### src/rtl/bp_pkg.sv
// Shared types and encodings for the branch prediction controller.
package bp_pkg;

    localparam int unsigned BP_ENTRIES = 16;
    localparam int unsigned BP_PC_W    = 32;

    // PC-mux select encodings
    localparam logic [1:0] MUXPC_SEQ      = 2'd0;
    localparam logic [1:0] MUXPC_PRED     = 2'd1;
    localparam logic [1:0] MUXPC_RECOV_NT = 2'd2;
    localparam logic [1:0] MUXPC_RECOV_T  = 2'd3;

    // 2-bit saturating counter values
    localparam logic [1:0] CNT_SNT = 2'b00;
    localparam logic [1:0] CNT_WNT = 2'b01;
    localparam logic [1:0] CNT_WT  = 2'b10;
    localparam logic [1:0] CNT_ST  = 2'b11;

    typedef enum logic {
        INIT = 1'b0,
        RUN  = 1'b1
    } bp_state_e;

    // Table entry; tag field is sized to the full PC so any ENTRIES/PC_W fits.
    typedef struct packed {
        logic               valid;
        logic [BP_PC_W-1:0] tag;
        logic [BP_PC_W-1:0] target;
        logic [1:0]         cnt;
    } bp_entry_t;

endpackage

### src/rtl/bp_sat_counter.sv
// 2-bit saturating up/down counter, combinational.
module bp_sat_counter
    import bp_pkg::*;
(
    input  logic [1:0] cnt,
    input  logic       inc,
    output logic [1:0] cnt_next_c
);

    // Step toward taken or not-taken, holding at the rails.
    always_comb begin
        cnt_next_c = cnt;
        if (inc) begin
            if (cnt != CNT_ST) cnt_next_c = cnt + 2'd1;
        end else begin
            if (cnt != CNT_SNT) cnt_next_c = cnt - 2'd1;
        end
    end

endmodule

### src/rtl/branch_predict_ctrl.sv
// Branch prediction table controller: IF lookup, EX mispredict recovery,
// one-deep update register and post-reset valid-clear sweep.
// Optional macro BP_WRITE_BYPASS_EN forwards the pending update to lookups.
module branch_predict_ctrl
    import bp_pkg::*;
#(
    parameter int unsigned ENTRIES = BP_ENTRIES,
    parameter int unsigned PC_W    = BP_PC_W
) (
    input  logic            clk,
    input  logic            rst,
    output logic            ready,
    input  logic [PC_W-1:0] if_pc,
    output logic            if_hit,
    output logic            if_pred,
    output logic [PC_W-1:0] if_target,
    input  logic            ex_valid,
    input  logic [PC_W-1:0] ex_pc,
    input  logic            ex_taken,
    input  logic [PC_W-1:0] ex_target,
    input  logic            ex_hit,
    input  logic            ex_pred,
    output logic [1:0]      mux_pc,
    output logic            flush,
    output logic            wr_busy
);

    localparam int unsigned IDX_W = $clog2(ENTRIES);
    localparam int unsigned TAG_W = PC_W - IDX_W - 2;

    bp_entry_t        tbl [ENTRIES];
    bp_state_e        state_q, state_d;
    logic [IDX_W-1:0] init_idx_q;

    logic             upd_valid_q;
    logic [IDX_W-1:0] upd_idx_q;
    logic [TAG_W-1:0] upd_tag_q;
    logic             upd_taken_q;
    logic [PC_W-1:0]  upd_target_q;
    logic             upd_hit_q;

    logic [IDX_W-1:0] if_idx, ex_idx;
    logic [TAG_W-1:0] if_tag, ex_tag;
    bp_entry_t        wr_old, wr_entry, lk_entry, ex_entry;
    logic             wr_en, tag_ok, ex_tgt_ok, mispredict;
    logic [1:0]       cnt_next;
    logic             unused_pc_lsbs;

    assign if_idx         = if_pc[IDX_W+1:2];
    assign if_tag         = if_pc[PC_W-1:IDX_W+2];
    assign ex_idx         = ex_pc[IDX_W+1:2];
    assign ex_tag         = ex_pc[PC_W-1:IDX_W+2];
    assign unused_pc_lsbs = ^{if_pc[1:0], ex_pc[1:0]};

    assign ready   = (state_q == RUN);
    assign wr_busy = upd_valid_q;

    assign wr_old = tbl[upd_idx_q];

    bp_sat_counter u_cnt (
        .cnt        (wr_old.cnt),
        .inc        (upd_taken_q),
        .cnt_next_c (cnt_next)
    );

    // Resolve the pending update against the entry as it stands now (tag recheck).
    always_comb begin
        tag_ok   = wr_old.valid && (wr_old.tag == BP_PC_W'(upd_tag_q));
        wr_entry = wr_old;
        wr_en    = 1'b0;
        if (upd_valid_q && (state_q == RUN) && !rst) begin
            if (upd_hit_q && tag_ok) begin
                wr_en        = 1'b1;
                wr_entry.cnt = cnt_next;
                if (upd_taken_q) wr_entry.target = BP_PC_W'(upd_target_q);
            end else if (upd_taken_q) begin
                wr_en           = 1'b1;
                wr_entry.valid  = 1'b1;
                wr_entry.tag    = BP_PC_W'(upd_tag_q);
                wr_entry.target = BP_PC_W'(upd_target_q);
                wr_entry.cnt    = CNT_WT;
            end
        end
    end

    // Table storage: clear sweep in INIT, single update write port in RUN.
    always_ff @(posedge clk) begin
        if (state_q == INIT) begin
            tbl[init_idx_q].valid <= 1'b0;
        end else if (wr_en) begin
            tbl[upd_idx_q] <= wr_entry;
        end
    end

    // Lookup entry, optionally forwarded from the pending write.
    always_comb begin
        lk_entry = tbl[if_idx];
`ifdef BP_WRITE_BYPASS_EN
        if (wr_en && (upd_idx_q == if_idx)) lk_entry = wr_entry;
`else
        lk_entry = tbl[if_idx];
`endif
    end

    // Fetch-side hit, prediction and target.
    always_comb begin
        if_hit    = 1'b0;
        if_pred   = 1'b0;
        if_target = '0;
        if ((state_q == RUN) && lk_entry.valid && (lk_entry.tag == BP_PC_W'(if_tag))) begin
            if_hit    = 1'b1;
            if_pred   = lk_entry.cnt[1];
            if_target = PC_W'(lk_entry.target);
        end
    end

    // Direction mismatch, or predicted-taken with a stale stored target.
    always_comb begin
        ex_entry   = tbl[ex_idx];
        ex_tgt_ok  = ex_entry.valid && (ex_entry.tag == BP_PC_W'(ex_tag))
                     && (ex_entry.target == BP_PC_W'(ex_target));
        mispredict = (ex_pred != ex_taken) || (ex_pred && ex_taken && !ex_tgt_ok);
    end

    // Next-state and PC-mux/flush decode.
    always_comb begin
        state_d = state_q;
        flush   = 1'b0;
        mux_pc  = MUXPC_SEQ;
        case (state_q)
            INIT: begin
                if (init_idx_q == IDX_W'(ENTRIES - 1)) state_d = RUN;
            end
            RUN: begin
                if (ex_valid && mispredict) begin
                    flush  = 1'b1;
                    mux_pc = ex_taken ? MUXPC_RECOV_T : MUXPC_RECOV_NT;
                end else if (if_hit && if_pred) begin
                    mux_pc = MUXPC_PRED;
                end
            end
            default: state_d = INIT;
        endcase
    end

    // State, sweep index and update register.
    always_ff @(posedge clk) begin
        if (rst) begin
            state_q      <= INIT;
            init_idx_q   <= '0;
            upd_valid_q  <= 1'b0;
            upd_idx_q    <= '0;
            upd_tag_q    <= '0;
            upd_taken_q  <= 1'b0;
            upd_target_q <= '0;
            upd_hit_q    <= 1'b0;
        end else begin
            state_q     <= state_d;
            if (state_q == INIT) init_idx_q <= init_idx_q + IDX_W'(1);
            upd_valid_q <= ex_valid && (state_q == RUN);
            if (ex_valid && (state_q == RUN)) begin
                upd_idx_q    <= ex_idx;
                upd_tag_q    <= ex_tag;
                upd_taken_q  <= ex_taken;
                upd_target_q <= ex_target;
                upd_hit_q    <= ex_hit;
            end
        end
    end

endmodule

### config.mk
export PLATFORM = sky130hd
export DESIGN_NAME = branch_predict_ctrl
export DESIGN_NICKNAME = d
export VERILOG_FILES = /design/src/rtl/bp_pkg.sv /design/src/rtl/bp_sat_counter.sv /design/src/rtl/branch_predict_ctrl.sv
export SDC_FILE = /design/constraint.sdc
export NUM_CORES = 2
export LEC_CHECK = 0
export BUFFER_PORTS_ARGS = -buffer_cell sky130_fd_sc_hd__buf_2
export CAP_MARGIN = 20
export CORE_MARGIN = 2
export CORE_UTILIZATION = 60
export DETAILED_ROUTE_END_ITERATION = 6
export PLACE_DENSITY = 0.74
export SLEW_MARGIN = 20
export SYNTH_ARGS = -nofsm -noshare
export SYNTH_HDL_FRONTEND = slang
export SYNTH_SLANG_ARGS = --single-unit
### constraint.sdc
create_clock -name clk -period 12.2 [get_ports clk]
set_input_delay 2.44 -clock clk [delete_from_list [all_inputs] [get_ports clk]]
set_output_delay 2.44 -clock clk [all_outputs]
set_load 0.02 [all_outputs]
==> metrics <==
RD Place Congestion approximately 0.92; f_max 99.7 MHz; share of synthesized cell area in full adder, half adder and majority cells less than 1%; Critical Path RT 9.76 ns; DRT antenna net count 0; Main synth FF type edfxtp_1; 1st-iter DRT viols around 6,800; multiplexer area fraction after synthesis 31.5%; Critical Path Sink Type primary output; Post-CTS Resized 0; synthesis-stage register bit count 1,146; layout cells sized above 1 around 33%; Synth Area in Compound Gates 4.04%; XOR/XNOR Fraction of Synth Area 1.68%; Clock Tree Root clkbuf_16; initial antenna violation count 15; worst hold margin 0.459 ns; LEAKAGE 20.7 nW; Clock transition at path regs 0.07 ns; drt first pass iters 6; final WL 196,000 µm; Max Cap Viol 0; status finished clean; Synth Area in Simple Gates 5.29%; most frequent cells in the layout edfxtp_1 (1,072), mux4_2 (770), nand2_1 (196); Die W around 320 µm; critical path startpoint ex_pc[4]; DRC 0; mean post-synth cell area 17.1 µm²; routed vias 40,300; Worst VDD drop 0.127 mV; clk_skew 0.0352 ns; final-report setup violation count 0; pin count of the biggest net entering global routing about 120; Core ar. 102,000 µm²; setup TNS 0 ns; Seq/Total Area, Yosys 54.8%; GR Util All Layers 37.7%; Ports around 140; YS warnings 0; Mapped Area approximately 61,000 µm²; GRT overflow 0; Final Hold Viols 0; count of nets after finishing 3,848; # rows 117; port bufs about 140; clk_lat worst skew 0.72 ns; vias in the first global route roughly 40,000; DP HPWL 116,000 µm; Slew HR 17.1%; Slew Limit Fails 0; Worst Setup Start Kind primary input; Post-CTS Setup Bufs 0; worst hold-check path type reg -> reg; CTS H-tree depth 3; worst-path cell chain buf_6 -> buf_12 -> inv_2 -> buf_4 -> mux4_2 -> xor2_1 -> nor4_1 -> nand4_1 -> o41ai_2 -> nor2_1 -> o32a_1 -> buf_2; worst-path maximum fanout 80; power density cells about 130 nW/µm²; Setup Crit Path Kind in -> out; critical path's slowest cell o41ai_2; unrepaired setup endpoints after global routing false; Post-synth EDFFs 1,072; CTS Sinks between 1,000 and 1,500; commonest non-fill, non-tap cell in the layout edfxtp_1; combinational family with the most area after synthesis multiplexers; r2r setup slk 4.14 ns; wire per inst 37.5 µm; Starting Density 60.4%; crit-path max cell delay 0.89 ns; full die area about 100,000 µm²; CTS max path bufs 3; Least-Margin Pin Slew between 1 and 1.5 ns; post-synthesis cell count 3,593; asr flop ratio synth 0%; min-delay src upd_target_q[21]; Tmin final 10.03 ns; CTS hold repair buffers 0; Yosys cell types between 70 and 80; first-pass GRT wire length 279,000 µm; CTS tree yes; die height 324 µm; CTS Buf Count 118; via/cell ratio 7.73; crit path DAT 7.59 ns; fin crit share 82.2%; Layout area overhead 10.6%
[routing by layer]
layer | GRT usage (%) | vias up | routed length (µm)
li1 | - | 15400 | -
met4 | 19.3 | 16 | 11500
met2 | 56.5 | 3688 | 89500
met5 | 0 | - | 108
met3 | 11.8 | 665 | 30100
met1 | 50.5 | 20600 | 64500
[flip-flops by register name, indices dropped and copies added (netlist names), 4 cells and up, named ones only]
signal and count:
init_idx_q 4, tbl 1072, upd_idx_q 4, upd_tag_q 26, upd_target_q 32
[layout make-up]
cell class / count / area, µm²
Tap cell: 1368 / 1710
Sequential cell: 1146 / 33700
Timing Repair Buffer: 232 / 1570
Clock buffer: 160 / 3330
Clock inverter: 61 / 845
Fill cell: 6595 / 33800
Antenna cell: 6 / 15.0
Inverter: 21 / 81.3
Multi-Input combinational cell: 2225 / 26700
[Yosys cell counts (17+ instances only)]
cell	n	area share, %
edfxtp_1	1072	52
mux4_2	770	28
nand2_1	197	1.2
mux2i_1	179	2.9
a21oi_1	158	1.3
clkbuf_1	130	0.79
nor2_1	116	0.71
buf_2	80	0.65
xnor2_1	77	1.1
dfxtp_1	74	2.4
nand3_1	60	0.49
nor2b_1	53	0.54
nor3_1	44	0.36
o21ai_0	43	0.35
xor2_1	41	0.58
buf_1	36	0.22
nor3b_1	34	0.42
nor4_1	33	0.34
and2_1	32	0.33
a22oi_1	28	0.34
nand2b_1	25	0.25
buf_6	24	0.44
buf_4	22	0.27
mux2_2	22	0.40
o22ai_1	22	0.22
a221oi_1	21	0.30
nand4_1	21	0.21
inv_1	17	0.10
[stage by stage]
step / total power [mW] / setup WS (ns) / utilization [%] / cell area [µm²] / std cells
after floorplan: 4.67 / 2.07 / - / 61800 / 3688
after CTS: 8.67 / 2.50 / 66.7 / 67900 / 5210
after global placement: 4.85 / 2.46 / 62.6 / 63700 / 4989
after global routing: 8.84 / 2.14 / 66.8 / 67900 / 5215
after detailed placement: 4.86 / 2.50 / 62.6 / 63700 / 4989
final: 8.67 / 2.17 / 66.8 / 67900 / 5219
[critical path, delay by kind of cell]
| family | cells | cell delay [ns] |
|---|---|---|
| multiplexers | 1 | 0.60 |
| AO/OA/AOI/OAI | 2 | 1.10 |
| AND/OR/NAND/NOR | 3 | 1.24 |
| XOR/XNOR | 1 | 0.23 |
| buffers and inverters | 5 | 1.72 |
[worst paths after layout]
kind / end / depth (start not counted)
hold / removal: upd_target_q[21] / 2
setup / recovery: mux_pc[0] / 12
setup reg to reg: tbl[0][54] / 13
hold reg to reg: upd_target_q[21] / 2
[kinds of logic after synthesis]
family,after synthesis
buffers and inverters,317
xor gates and xnor gates,118
muxes,971
adders and majority gates,3
DFF,1146
other,1
and+or+nand+nor,654
AOI/OAI and AO/OA,383
[report_power, final]
part / leakage [nW] / internal [mW] / switching [mW] / total [mW]
clock network: 2.02 / 2.33 / 1.55 / 3.89
logic: 9.00 / 0.222 / 0.328 / 0.550
registers: 9.67 / 4.24 / 0.00228 / 4.24
Note: power is estimated with default switching activity, not from simulation.
